$ cat src/rtl/cluster_periph_rr_arbiter.sv
// Round-robin arbiter sharing one peripheral slave port among NumCores core data ports.
// One transaction in flight; request fields are registered at arbitration time.
module cluster_periph_rr_lane (
  input  logic sel,
  input  logic gnt_ev,
  input  logic rsp_ev,
  output logic gnt,
  output logic r_valid
);
  assign gnt     = sel & gnt_ev;
  assign r_valid = sel & rsp_ev;
endmodule

module cluster_periph_rr_arbiter #(
  parameter int unsigned           NumCores      = 8,
  parameter int unsigned           AddrWidth     = 32,
  parameter int unsigned           DataWidth     = 32,
  parameter int unsigned           TimeoutCycles = 255,
  parameter logic [DataWidth-1:0]  ErrData       = 32'hBADACCE5
) (
  input  logic                            clk_i,
  input  logic                            rst_ni,
  input  logic [NumCores-1:0]             core_req_i,
  input  logic [NumCores*AddrWidth-1:0]   core_add_i,
  input  logic [NumCores-1:0]             core_we_i,
  input  logic [NumCores*DataWidth-1:0]   core_data_i,
  input  logic [NumCores*DataWidth/8-1:0] core_be_i,
  output logic [NumCores-1:0]             core_gnt_o,
  output logic [NumCores-1:0]             core_r_valid_o,
  output logic [DataWidth-1:0]            core_r_data_o,
  output logic                            slv_req_o,
  output logic [AddrWidth-1:0]            slv_add_o,
  output logic                            slv_we_o,
  output logic [DataWidth-1:0]            slv_wdata_o,
  output logic [DataWidth/8-1:0]          slv_be_o,
  input  logic                            slv_gnt_i,
  input  logic                            slv_r_valid_i,
  input  logic [DataWidth-1:0]            slv_r_data_i,
  output logic                            timeout_o,
  output logic                            spurious_o,
  output logic                            busy_o
);
  localparam int unsigned BeWidth = DataWidth / 8;
  localparam int unsigned IdxW    = (NumCores > 1) ? $clog2(NumCores) : 1;
  localparam int unsigned CntW    = (TimeoutCycles > 1) ? $clog2(TimeoutCycles) : 1;
  localparam int unsigned TmoLast = (TimeoutCycles == 0) ? 0 : TimeoutCycles - 1;

  typedef struct packed {
    logic [AddrWidth-1:0] add;
    logic                 we;
    logic [DataWidth-1:0] wdata;
    logic [BeWidth-1:0]   be;
  } slv_fields_t;

  typedef enum logic [1:0] {IDLE, ISSUE, WAIT_RSP} state_e;

  state_e         state;
  logic [IdxW-1:0] ptr, winner, arb_idx, ptr_nxt;
  logic [CntW-1:0] cnt;
  slv_fields_t     lat, arb_fields;
  logic            spur_q;
  logic            tmo_hit, gnt_ev, rsp_ev, tmo_fire, rsp_real;

  // First requester at or after ptr, wrapping; fields muxed alongside the index.
  always_comb begin
    int unsigned cand;
    logic        found;
    cand       = 0;
    found      = 1'b0;
    arb_idx    = '0;
    arb_fields = '0;
    for (int unsigned i = 0; i < NumCores; i++) begin
      cand = (int'(ptr) + i) % NumCores;
      if (!found && core_req_i[IdxW'(cand)]) begin
        found            = 1'b1;
        arb_idx          = IdxW'(cand);
        arb_fields.add   = core_add_i[cand*AddrWidth +: AddrWidth];
        arb_fields.we    = core_we_i[IdxW'(cand)];
        arb_fields.wdata = core_data_i[cand*DataWidth +: DataWidth];
        arb_fields.be    = core_be_i[cand*BeWidth +: BeWidth];
      end
    end
  end

  assign ptr_nxt  = (winner == IdxW'(NumCores-1)) ? '0 : winner + 1'b1;
  assign tmo_hit  = (TimeoutCycles != 0) && (cnt == CntW'(TmoLast));
  assign gnt_ev   = (state == ISSUE) && slv_gnt_i;
  assign rsp_real = (state == WAIT_RSP) && slv_r_valid_i;
  assign tmo_fire = (state == WAIT_RSP) && !slv_r_valid_i && tmo_hit;
  assign rsp_ev   = rsp_real || tmo_fire;

  always_ff @(posedge clk_i or negedge rst_ni) begin
    if (!rst_ni) begin
      state  <= IDLE;
      ptr    <= '0;
      winner <= '0;
      cnt    <= '0;
      lat    <= '0;
      spur_q <= 1'b0;
    end else begin
      spur_q <= slv_r_valid_i && (state != WAIT_RSP);
      case (state)
        IDLE: if (|core_req_i) begin
          winner <= arb_idx;
          lat    <= arb_fields;
          state  <= ISSUE;
        end
        ISSUE: if (slv_gnt_i) begin
          cnt   <= '0;
          state <= WAIT_RSP;
        end
        WAIT_RSP: if (rsp_ev) begin
          ptr   <= ptr_nxt;
          state <= IDLE;
        end else begin
          cnt <= cnt + 1'b1;
        end
        default: state <= IDLE;
      endcase
    end
  end

  for (genvar g = 0; g < NumCores; g++) begin : g_lane
    cluster_periph_rr_lane u_lane (
      .sel     (winner == IdxW'(g)),
      .gnt_ev  (gnt_ev),
      .rsp_ev  (rsp_ev),
      .gnt     (core_gnt_o[g]),
      .r_valid (core_r_valid_o[g])
    );
  end

  assign core_r_data_o = rsp_real ? slv_r_data_i : (tmo_fire ? ErrData : '0);
  assign slv_req_o     = (state == ISSUE);
  assign slv_add_o     = lat.add;
  assign slv_we_o      = lat.we;
  assign slv_wdata_o   = lat.wdata;
  assign slv_be_o      = lat.be;
  assign timeout_o     = tmo_fire;
  assign spurious_o    = spur_q;
  assign busy_o        = (state != IDLE);
endmodule
$ cat config.mk
export PLATFORM = sky130hd
export DESIGN_NAME = cluster_periph_rr_arbiter
export DESIGN_NICKNAME = d
export VERILOG_FILES = /design/src/rtl/cluster_periph_rr_arbiter.sv
export SDC_FILE = /design/constraint.sdc
export NUM_CORES = 1
export LEC_CHECK = 0
export BUFFER_PORTS_ARGS = -buffer_cell sky130_fd_sc_hd__buf_2
export CORE_AREA = 2 2 278 280
export CTS_CLUSTER_DIAMETER = 30
export DETAILED_ROUTE_END_ITERATION = 7
export DIE_AREA = 0 0 280 282
export PLACE_DENSITY = 0.56
export SKIP_LAST_GASP = 1
export SYNTH_ARGS = -nofsm -noshare
export SYNTH_HDL_FRONTEND = slang
export SYNTH_HIERARCHICAL = 1
export SYNTH_SLANG_ARGS = --single-unit
$ cat constraint.sdc
create_clock -name clk_i -period 6.4 [get_ports clk_i]
set_input_delay 0.32 -clock clk_i [delete_from_list [all_inputs] [get_ports clk_i]]
set_output_delay 0.32 -clock clk_i [all_outputs]
set_load 0.005 [all_outputs]
==> impl_metrics.toml <==
[die]
die_area_mm2 = 0.07896
initial_core_util_pct = 35.32
core_mm2 = 0.07570
rows = 101
ios = 717
die_h_um = 282
die_w_um = 280

[synth]
synth.distinct_cells = 57
syn_area_per_cell_um2 = 9.761
synth_ff_type = "dfrtp_1"
yosys.area.top_type = "mux4_2"
synth_edf_count = 0
syn_nets = 3345
syn-instance-count = 2739
synth.top_cells.by_count = "nand2_1, mux4_2, mux2i_1"
yosys_warnings = 6
synth_seq_cells = 86
async_flop_share_pct = 100.0
post-synth-top-count-cell = "nand2_1"
synth.area.top_cells = "mux4_2, mux2i_1, nand2_1"
yosys.area.top_type_share_pct = 47.26
ys_seq_area_share_pct = 8.050
syn-cell-area_mm2 = 0.02673

[clocking]
clk_pin_slew_worst_paths_ns = 0.09
clkSinkCount = 86
cts_buffers = 9
clk_latency_ns = 0.39
cts_tree = "built"
cts_max_path_buffers = 2
htreeDepth = 3
cts_root_buf = "clkbuf_16"

[pwr]
total_power_mw = 20.48
p_leak_nw = 12.31
ir_drop_uv = 698.4
power_density_mw_per_mm2 = 655.6

[cells_and_area]
drive_gt1_share_pct = 43.56
syn_to_final_growth_pct = 16.82
final_cell_count_no_fill = 4190
fin_nets = 3792

[sta]
final_max_slew_viol_count = 0
period_share_pct = 79.36
hold_viol = 0
tns_ns = 0
fin_hold_ws_ns = 0.1196
fin_crit_ns = 5.079
worst_slew_pin_slew_ns = 1.247
clock_skew_ns = 0.01480
finalSetupViolCount = 0
rsz0062_at_grt = "false"
max_freq_mhz = 196.9
slew_headroom_pct = 16.85

[global_routing]
grt_pass1_wl_mm = 168.6
antenna_found_initial = 40
grt_pass1_vias = 26944
grt-ovfl-total = 0
grt.total_usage_pct = 28.04
grt_max_degree = 143

[worst_setup_path]
worstSetupStartpointType = "flop"
end_kind = "flop"
critical_path_class = "reg2reg"
path_max_fanout = 52
reg2reg_to = "slv_add_o[2]"
reg2reg_slack_ns = 1.32
r2r_cells = 11
r2r-start = "ptr[1]"
critPathArrivalTime_ns = 5.40
required_ns = 6.73

[drt]
routed_via_density = 6.770
wirelength_mm = 114.3
drtIter0Drc = 2849
dr.pass1.iters = 5
wire_per_inst_um = 27.29
drc = 0
antenna_left = 0
num_vias = 28365

[hold_path]
min_path_cells = 2
min_path_type = "in2reg"
worstHoldStart = "slv_gnt_i"
hold_end = "state[0]"

[placement]
gp_congestion = 0.9149
placement.io_buffers = 716
dp_cells = 4152
dp_hpwl_mm = 76.85

[run_status]
status = "complete, no violations"

[flow_run]
cap_violations = 0
## cells in the final DEF, fill, tap and decap left out, drive strengths merged, types with 13 or more instances in the layout
master  count
buf       763
nand2     616
mux4      561
mux2i     250
nand3     167
nor3      111
dfrtp      86
nor2       82
o221ai     68
o311ai     68
a21oi      68
or3        37
o22ai      36
a32oi      36
o22a       34
a211oi     27
diode      21
and2       21
a21o       19
o21ai      19
inv        14
and3       13
## layer usage
metal / vias to the layer above / wire (um) / track usage [%]
met2: 1831 / 54820 / 45.73
met1: 14174 / 43700 / 36.46
met3: 286 / 11660 / 6.240
met5: - / 176 / 0
met4: 28 / 3987 / 10.53
li1: 12046 / - / -
## cell type report
type                    count  area (um^2)
fillers                  7410        44470
inverters                  11        46.29
diodes                     21        52.55
flip-flops and latches     86         2163
clock buffers               9        225.2
clock inverters             7        90.09
repair buffers            764         4024
well taps                 978         1224
multi-input cells        2314        23400
## repair_timing
action | in CTS | in global routing
setup buffers | 0 | 0
gates resized for setup | 0 | 0
hold buffers | 1 | 0
endpoints found under the hold margin | 39 | 0
## worst max-delay path: stages (launching register included)
cell and delay [ns]:
dfrtp_4 0.98, inv_1 0.21, ha_4 0.37, buf_4 0.62, mux4_2 0.38, mux2_2 0.22
or2_1 0.21, nand3_2 0.81, buf_4 0.53, nor3_1 0.24, o311ai_0 0.17, a211oi_2 0.25
## metrics by stage
step | area (um^2) | setup slack [ns] | utilization [%]
after floorplan | 26730 | 1.914 | -
after global placement | 30850 | 1.447 | 40.76
after detailed placement | 30850 | 1.365 | 40.76
after CTS | 31180 | 1.332 | 41.19
after global routing | 31220 | 1.060 | 41.24
final | 31230 | 1.321 | 41.26
## worst max-delay path by stage
stage	startpoint	end	slack (ns)	depth (start not counted)
floorplan	ptr[1]	slv_add_o[24]	1.91	15
global placement	ptr[1]	slv_add_o[12]	1.45	9
detailed placement	ptr[1]	slv_add_o[12]	1.37	9
CTS	ptr[1]	slv_add_o[9]	1.33	9
global route	ptr[1]	slv_add_o[20]	1.06	11
finish	ptr[1]	slv_add_o[2]	1.32	11
## power by group
part / internal, mW / switching (mW)
clock network: 0.313 / 0.311
logic: 8.06 / 10.6
registers: 0.838 / 0.335
total: 9.21 / 11.3
## state kept, by name, summed over array words and instances, names as in the netlist, 2 cells and up
signal       count
slv_add_o       32
winner           3
slv_be_o         4
state            2
slv_wdata_o     32
ptr              3
cnt              8
## logic make-up (layout without fill, tap and decap cells)
logic type	Yosys count	count (layout)	share of synthesized area [%]
other cells	0	21	0
flops	86	86	8.050
simple gates	1077	1077	17.57
xor+xnor	10	10	0.3276
buf+inv	339	791	5.106
mux	816	816	56.83
compound gates	401	401	11.65
fa+ha+maj	10	10	0.4680
(Power assumes the default switching activity.)
